$ cat config.mk
export PLATFORM = sky130hd
export DESIGN_NAME = sram_burst_reader
export DESIGN_NICKNAME = d
export VERILOG_FILES = /design/src/rtl/sram_burst_reader.sv
export SDC_FILE = /design/constraint.sdc
export NUM_CORES = 1
export LEC_CHECK = 0
export BUFFER_PORTS_ARGS = -buffer_cell sky130_fd_sc_hd__buf_2
export CAP_MARGIN = 20
export CORE_MARGIN = 5
export CORE_UTILIZATION = 30
export CTS_CLUSTER_SIZE = 40
export DETAILED_ROUTE_END_ITERATION = 10
export GPL_TIMING_DRIVEN = 0
export PLACE_DENSITY = 0.44
export SYNTH_ARGS = -nofsm -noshare
export SYNTH_HDL_FRONTEND = slang
export SYNTH_SLANG_ARGS = --single-unit
export TNS_END_PERCENT = 100
$ cat constraint.sdc
create_clock -name clk -period 3.6 [get_ports clk]
set_clock_uncertainty 0.05 [all_clocks]
set_input_delay 1.08 -clock clk [delete_from_list [all_inputs] [get_ports clk]]
set_output_delay 1.08 -clock clk [all_outputs]
set_load 0.02 [all_outputs]
$ cat src/rtl/sram_burst_reader.sv
// Burst read controller for the 8K x 32 SRAM: issues one read per cycle, buffers data in a small FIFO.
// Define SRAM_RD_LAST_EN to add the m_last output and its FIFO sideband bit.
module sram_burst_reader #(
  parameter int AW         = 13,
  parameter int DW         = 32,
  parameter int LW         = 14,
  parameter int FIFO_DEPTH = 4
) (
  input  logic          clk,
  input  logic          rst,
  input  logic          cmd_valid,
  output logic          cmd_ready,
  input  logic [AW-1:0] cmd_addr,
  input  logic [LW-1:0] cmd_len,
  output logic          csbn,
  output logic [AW-1:0] raddr,
  input  logic [DW-1:0] rdata,
  output logic          m_valid,
  input  logic          m_ready,
  output logic [DW-1:0] m_data,
`ifdef SRAM_RD_LAST_EN
  output logic          m_last,
`endif
  output logic          busy,
  output logic          done
);

  localparam int PW = (FIFO_DEPTH > 1) ? $clog2(FIFO_DEPTH) : 1;
  localparam int CW = PW + 1;
  localparam logic [CW:0]   DEPTH_EXT = (CW+1)'(FIFO_DEPTH);
  localparam logic [CW-1:0] DEPTH_CNT = CW'(FIFO_DEPTH);

  typedef enum logic [1:0] {S_IDLE, S_READ, S_DRAIN, S_DONE} state_t;

  state_t        r_state;
  state_t        w_state_next;
  logic [AW-1:0] r_addr;
  logic [LW-1:0] r_remaining;
  logic          r_inflight;
  logic [PW-1:0] r_wptr;
  logic [PW-1:0] r_rptr;
  logic [CW-1:0] r_count;
  logic [DW-1:0] r_mem [FIFO_DEPTH];

  logic          w_cmd_fire;
  logic [CW:0]   w_occ;
  logic          w_issue;
  logic          w_last_issue;
  logic          w_push;
  logic          w_pop;

  assign w_cmd_fire   = (r_state == S_IDLE) && cmd_valid;
  // Words already buffered plus the one coming back from the SRAM must leave room for this issue.
  assign w_occ        = {1'b0, r_count} + {{CW{1'b0}}, r_inflight};
  assign w_issue      = (r_state == S_READ) && (r_remaining != '0) && (w_occ < DEPTH_EXT);
  assign w_last_issue = w_issue && (r_remaining == LW'(1));
  assign w_push       = r_inflight;
  assign m_valid      = (r_count != '0);
  assign w_pop        = m_valid && m_ready;
  assign m_data       = m_valid ? r_mem[r_rptr] : '0;

  always_ff @(posedge clk) begin
    if (rst) begin
      r_state <= S_IDLE;
    end else begin
      r_state <= w_state_next;
    end
  end

  always_comb begin
    w_state_next = r_state;
    case (r_state)
      S_IDLE:  if (cmd_valid) w_state_next = (cmd_len != '0) ? S_READ : S_DONE;
      S_READ:  if (w_last_issue) w_state_next = S_DRAIN;
      // Leave as the final word is handshaken so done lands in the following cycle.
      S_DRAIN: if (!r_inflight && ((r_count == '0) || ((r_count == CW'(1)) && w_pop)))
                 w_state_next = S_DONE;
      S_DONE:  w_state_next = S_IDLE;
      default: w_state_next = S_IDLE;
    endcase
  end

  always_comb begin
    cmd_ready = (r_state == S_IDLE);
    busy      = (r_state != S_IDLE);
    done      = (r_state == S_DONE);
    csbn      = ~w_issue;
    raddr     = r_addr;
  end

  always_ff @(posedge clk) begin
    if (rst) begin
      r_addr      <= '0;
      r_remaining <= '0;
      r_inflight  <= 1'b0;
      r_wptr      <= '0;
      r_rptr      <= '0;
      r_count     <= '0;
    end else begin
      if (w_cmd_fire) begin
        r_addr      <= cmd_addr;
        r_remaining <= cmd_len;
      end else if (w_issue) begin
        r_addr      <= r_addr + AW'(1);
        r_remaining <= r_remaining - LW'(1);
      end
      r_inflight <= w_issue;
      if (w_push) r_wptr <= r_wptr + PW'(1);
      if (w_pop)  r_rptr <= r_rptr + PW'(1);
      case ({w_push, w_pop})
        2'b10:   r_count <= r_count + CW'(1);
        2'b01:   r_count <= r_count - CW'(1);
        default: r_count <= r_count;
      endcase
    end
  end

  always_ff @(posedge clk) begin
    if (w_push) r_mem[r_wptr] <= rdata;
  end

`ifdef SRAM_RD_LAST_EN
  logic r_inflight_last;
  logic r_last_mem [FIFO_DEPTH];

  always_ff @(posedge clk) begin
    if (rst) begin
      r_inflight_last <= 1'b0;
    end else begin
      r_inflight_last <= w_last_issue;
    end
  end

  always_ff @(posedge clk) begin
    if (w_push) r_last_mem[r_wptr] <= r_inflight_last;
  end

  assign m_last = m_valid && r_last_mem[r_rptr];
`endif

  a_no_overflow: assert property (@(posedge clk) disable iff (rst) w_push |-> (r_count < DEPTH_CNT));

endmodule
# == Yosys cells after proc, flatten, opt, wreduce, memory -nomap -nowiden ==
# Memory sizes are Yosys's and may differ from the RTL's. A register that Yosys moved wholly into a read port is not among the register bits.
# Index checks and enable logic that the tools add are counted.
# word_totals
ff_bits,37
latch_bits,0
ram_bits,128
romBits,0
output_inout_bits,50
n_memories,1
# memory_table
name,words,word_bits,rd,rd_clocked_by_memory_dff,write_ports,line,rtl
r_mem,4,32,1,1,1,43,logic [DW-1:0] r_mem [FIFO_DEPTH];
# classes
add_sub_neg,7
multipliers,0
div,0
magnitude_cmp,1
eq_ne,10
n_shift,0
n_mux,15
n_bitwise,1
n_reduce_logical,18
# op_table
operator,count
2-to-1 mux 32 bit,1
2-to-1 mux 14 bit,2
nonzero test 14 bit,2
2-to-1 mux 13 bit,2
"equality test 14 x 1 -> 1 bit, second input constant",1
"subtractor 14 x 1 -> 14 bit, second input constant",1
"adder 13 x 1 -> 13 bit, second input constant",1
2-to-1 mux 2 bit,6
one-hot mux 2 bit (4 select lines),1
logical AND 1 bit,7
"equality test 2 bit, second input constant",3
"inequality test 2 bit, second input constant",3
one-hot mux 3 bit (2 select lines),1
nonzero test 2 bit,3
"adder 2 x 1 -> 2 bit, second input constant",2
adder 3 x 1 -> 4 bit,1
"equality test 2 x 1 -> 1 bit, second input constant",2
"less-than comparator 4 x 3 -> 1 bit, second input constant",1
"adder 3 x 1 -> 3 bit, second input constant",1
"equality test 3 x 1 -> 1 bit, second input constant",1
zero test 3 bit,1
AND reduction 3 bit,1
nonzero test 3 bit,1
"subtractor 3 x 1 -> 3 bit, second input constant",1
5 further kinds,6

# == Logic depth before layout (Yosys ltp) ==
# logic_depth
word_depth,7
ltp_mapped,8
mapped_depth_nobuf,8

# == Worst setup path after synthesis ==
# Ideal clock, no wire load.
# synth_path
path_type,flip-flop to output port
startpoint,register with a tool-made name
endpoint,output port m_data[10]
arrival_ps,1552
path_slack_ps,918
stages_incl_launch_ff,5
n_path_buf,2
cell_sequence,dfxtp_1 -> clkbuf_1 -> buf_2 -> mux4_2 -> and2_1
# synth_rtl
item,line,rtl
to (decl),20,"output logic [DW-1:0] m_data,"

==> results.json <==
{
  "reg2regPathDepth": 7,
  "vdd_drop_max_mv": 0.306,
  "synthDistinctLibCells": 48,
  "syn-cell-area_um2": 7170,
  "layout_commonest_cell": "edfxtp_1",
  "p_leak_nw": 3.12,
  "cp-start-kind": "flip-flop",
  "grt_pass1_wl_um": 26000,
  "num-fill-cells": 2268,
  "cp.arrival_ps": 2310,
  "synth_edf_count": 128,
  "rsz0062_at_grt": "yes",
  "final_nets": 689,
  "crit_type": "flip-flop to output port",
  "max-clock-path-buffers": 2,
  "die_y_um": 165,
  "grt_max_degree": 25,
  "powerDensity_nw_per_um2": 727,
  "totalWireLength_um": 16500,
  "finalSetupViolations": 0,
  "ctsHoldBuffers": 0,
  "fin_area_um2": 8800,
  "min_period_ps": 3440,
  "tightest_slew_ps": 698,
  "cts.sinks": 167,
  "syn_nets": 554,
  "core_um2": 23500,
  "ys_seq_area_share_pct": 64.5,
  "max_slew_margin_pct": 53.5,
  "synth_cells": 474,
  "tritoncts": "built",
  "clock_latency_ps": 420,
  "crit_fanout": 10,
  "h-tree-depth": 4,
  "grt_usage_pct": 12.7,
  "first_pass_iters": 4,
  "drv_cap": 0,
  "multi_input_area_um2": 2400,
  "avgViaCountPerCell": 4.61,
  "finalCritPeriodShare_pct": 95.4,
  "finalPower_mw": 6.39,
  "diodes": 0,
  "register_area_um2": 4620,
  "crit_path_end_kind": "output port",
  "status": "completed",
  "port_buffers": 112,
  "clkTransAtPathRegs_ps": 60,
  "fmax_ghz": 0.291,
  "ant_nets": 0,
  "grt_pass1_vias": 4767,
  "hold_violations": 0,
  "wire_per_inst_um": 17.5,
  "cts_root_buffer": "clkbuf_16",
  "cts_inserted_buffers": 17,
  "rows": 56,
  "initial_core_util_pct": 30.5,
  "via_count": 4341,
  "synth.avg_cell_area_um2": 15.1,
  "die-area_um2": 27100,
  "cp.required_ps": 2470,
  "hold_depth": 2,
  "place_congestion": 0.789,
  "utilization_pct": 37.5,
  "yosys_most_used_dff": "edfxtp_1",
  "drive_gt1_share_pct": 33.0,
  "layout_common_cells": "edfxtp_1, buf_2, nor2_1, dfxtp_1, and2_1",
  "drt_first_iter_violations": 174,
  "slew_violations": 0,
  "antenna_found_initial": 1,
  "yosys_warnings": 0,
  "die_x_um": 165,
  "tns_ps": 0,
  "hold_path.class": "flip-flop to flip-flop",
  "place_area_um2": 8220,
  "drc": 0,
  "grt-ovfl-total": 0,
  "synth_seq_cells": 167,
  "hpwl_um": 11600,
  "area_growth_pct": 22.7,
  "io_pins": 113,
  "async_flop_share_pct": 0
}
synthesized netlist by cell type, types with 10 or more instances:
cell type	instances	area, µm²
edfxtp_1	128	3840
nor2_1	42	158
and2_1	39	244
dfxtp_1	39	781
mux4_2	32	721
a211oi_1	22	165
ha_1	17	213
xor2_1	17	149
clkbuf_1	16	60.1
nand3_1	12	60.1
inv_1	11	41.3
xnor2_1	11	96.3
nand2_1	10	37.5
where the power goes:
part	total (mW)	internal, mW	switching, mW	leakage (nW)
logic	2.15	0.871	1.28	1.37
registers	2.45	2.29	0.158	1.48
clock network	1.79	1.03	0.759	0.282
state kept, by name, indices dropped and copies added, names as in the netlist, named ones only:
register     flops
r_inflight       1
r_remaining     14
r_wptr           2
r_mem          128
r_state          2
r_rptr           2
r_count          3
raddr           13
worst max-delay path: stages, from the launching register on:
cell and delay (ps):
dfxtp_1 300, clkbuf_1 240, buf_2 430, mux4_2 550, and2_1 200, buf_2 170
final timing paths:
| path | from | endpoint | slack (ps) |
|---|---|---|---|
| hold / removal | r_rptr[1]$_SDFFE_PP0P_ | r_rptr[1]$_SDFFE_PP0P_ | 480 |
| setup reg to reg | r_count[0]$_SDFFE_PP0P_ | r_count[2]$_SDFFE_PP0P_ | 1370 |
| hold reg to reg | r_rptr[1]$_SDFFE_PP0P_ | r_rptr[1]$_SDFFE_PP0P_ | 480 |
| setup / recovery | flip-flop | m_data[2] | 160 |
stage by stage:
stage | std cells | hold WS, ps | setup slack, ps
floorplan | 474 | 433 | 918
global placement | 905 | 472 | 459
detailed placement | 909 | 480 | 509
finish | 941 | 483 | 164
CTS | 941 | 491 | 78.4
global route | 941 | 512 | -10.8
what timing repair did:
item                       CTS  global route
setup endpoints to repair    1            12
buffers inserted             0             0
pin swaps                    0             0
resized for setup            1             2
per-layer routing:
layer  part of all wire (%)  track usage, %  wire length (µm)
met1                     44            16.0              7270
met2                     50            21.8              8200
met3                    4.8            2.82               796
met4                    1.2            3.93               202
met5                  0.042               0                 7
final cells by class:
cell class / count / area share, %
timing repair buffer: 116 / 7.28
clock inverter: 13 / 1.65
tap: 319 / 4.54
inverter: 11 / 0.469
multi-input combinational: 271 / 27.3
sequential: 167 / 52.6
clock buffer: 19 / 4.92
buffer: 25 / 1.27
kinds of logic after synthesis:
group / after synthesis / synth area share [%]
flip-flops: 167 / 64.5
AND/OR/NAND/NOR: 148 / 11.8
AO/OA/AOI/OAI: 43 / 4.71
buffers and inverters: 36 / 2.09
multiplexers: 35 / 10.5
XOR/XNOR: 28 / 3.42
adder cells (fa/ha/maj): 17 / 2.97
(Power assumes the default switching activity.)
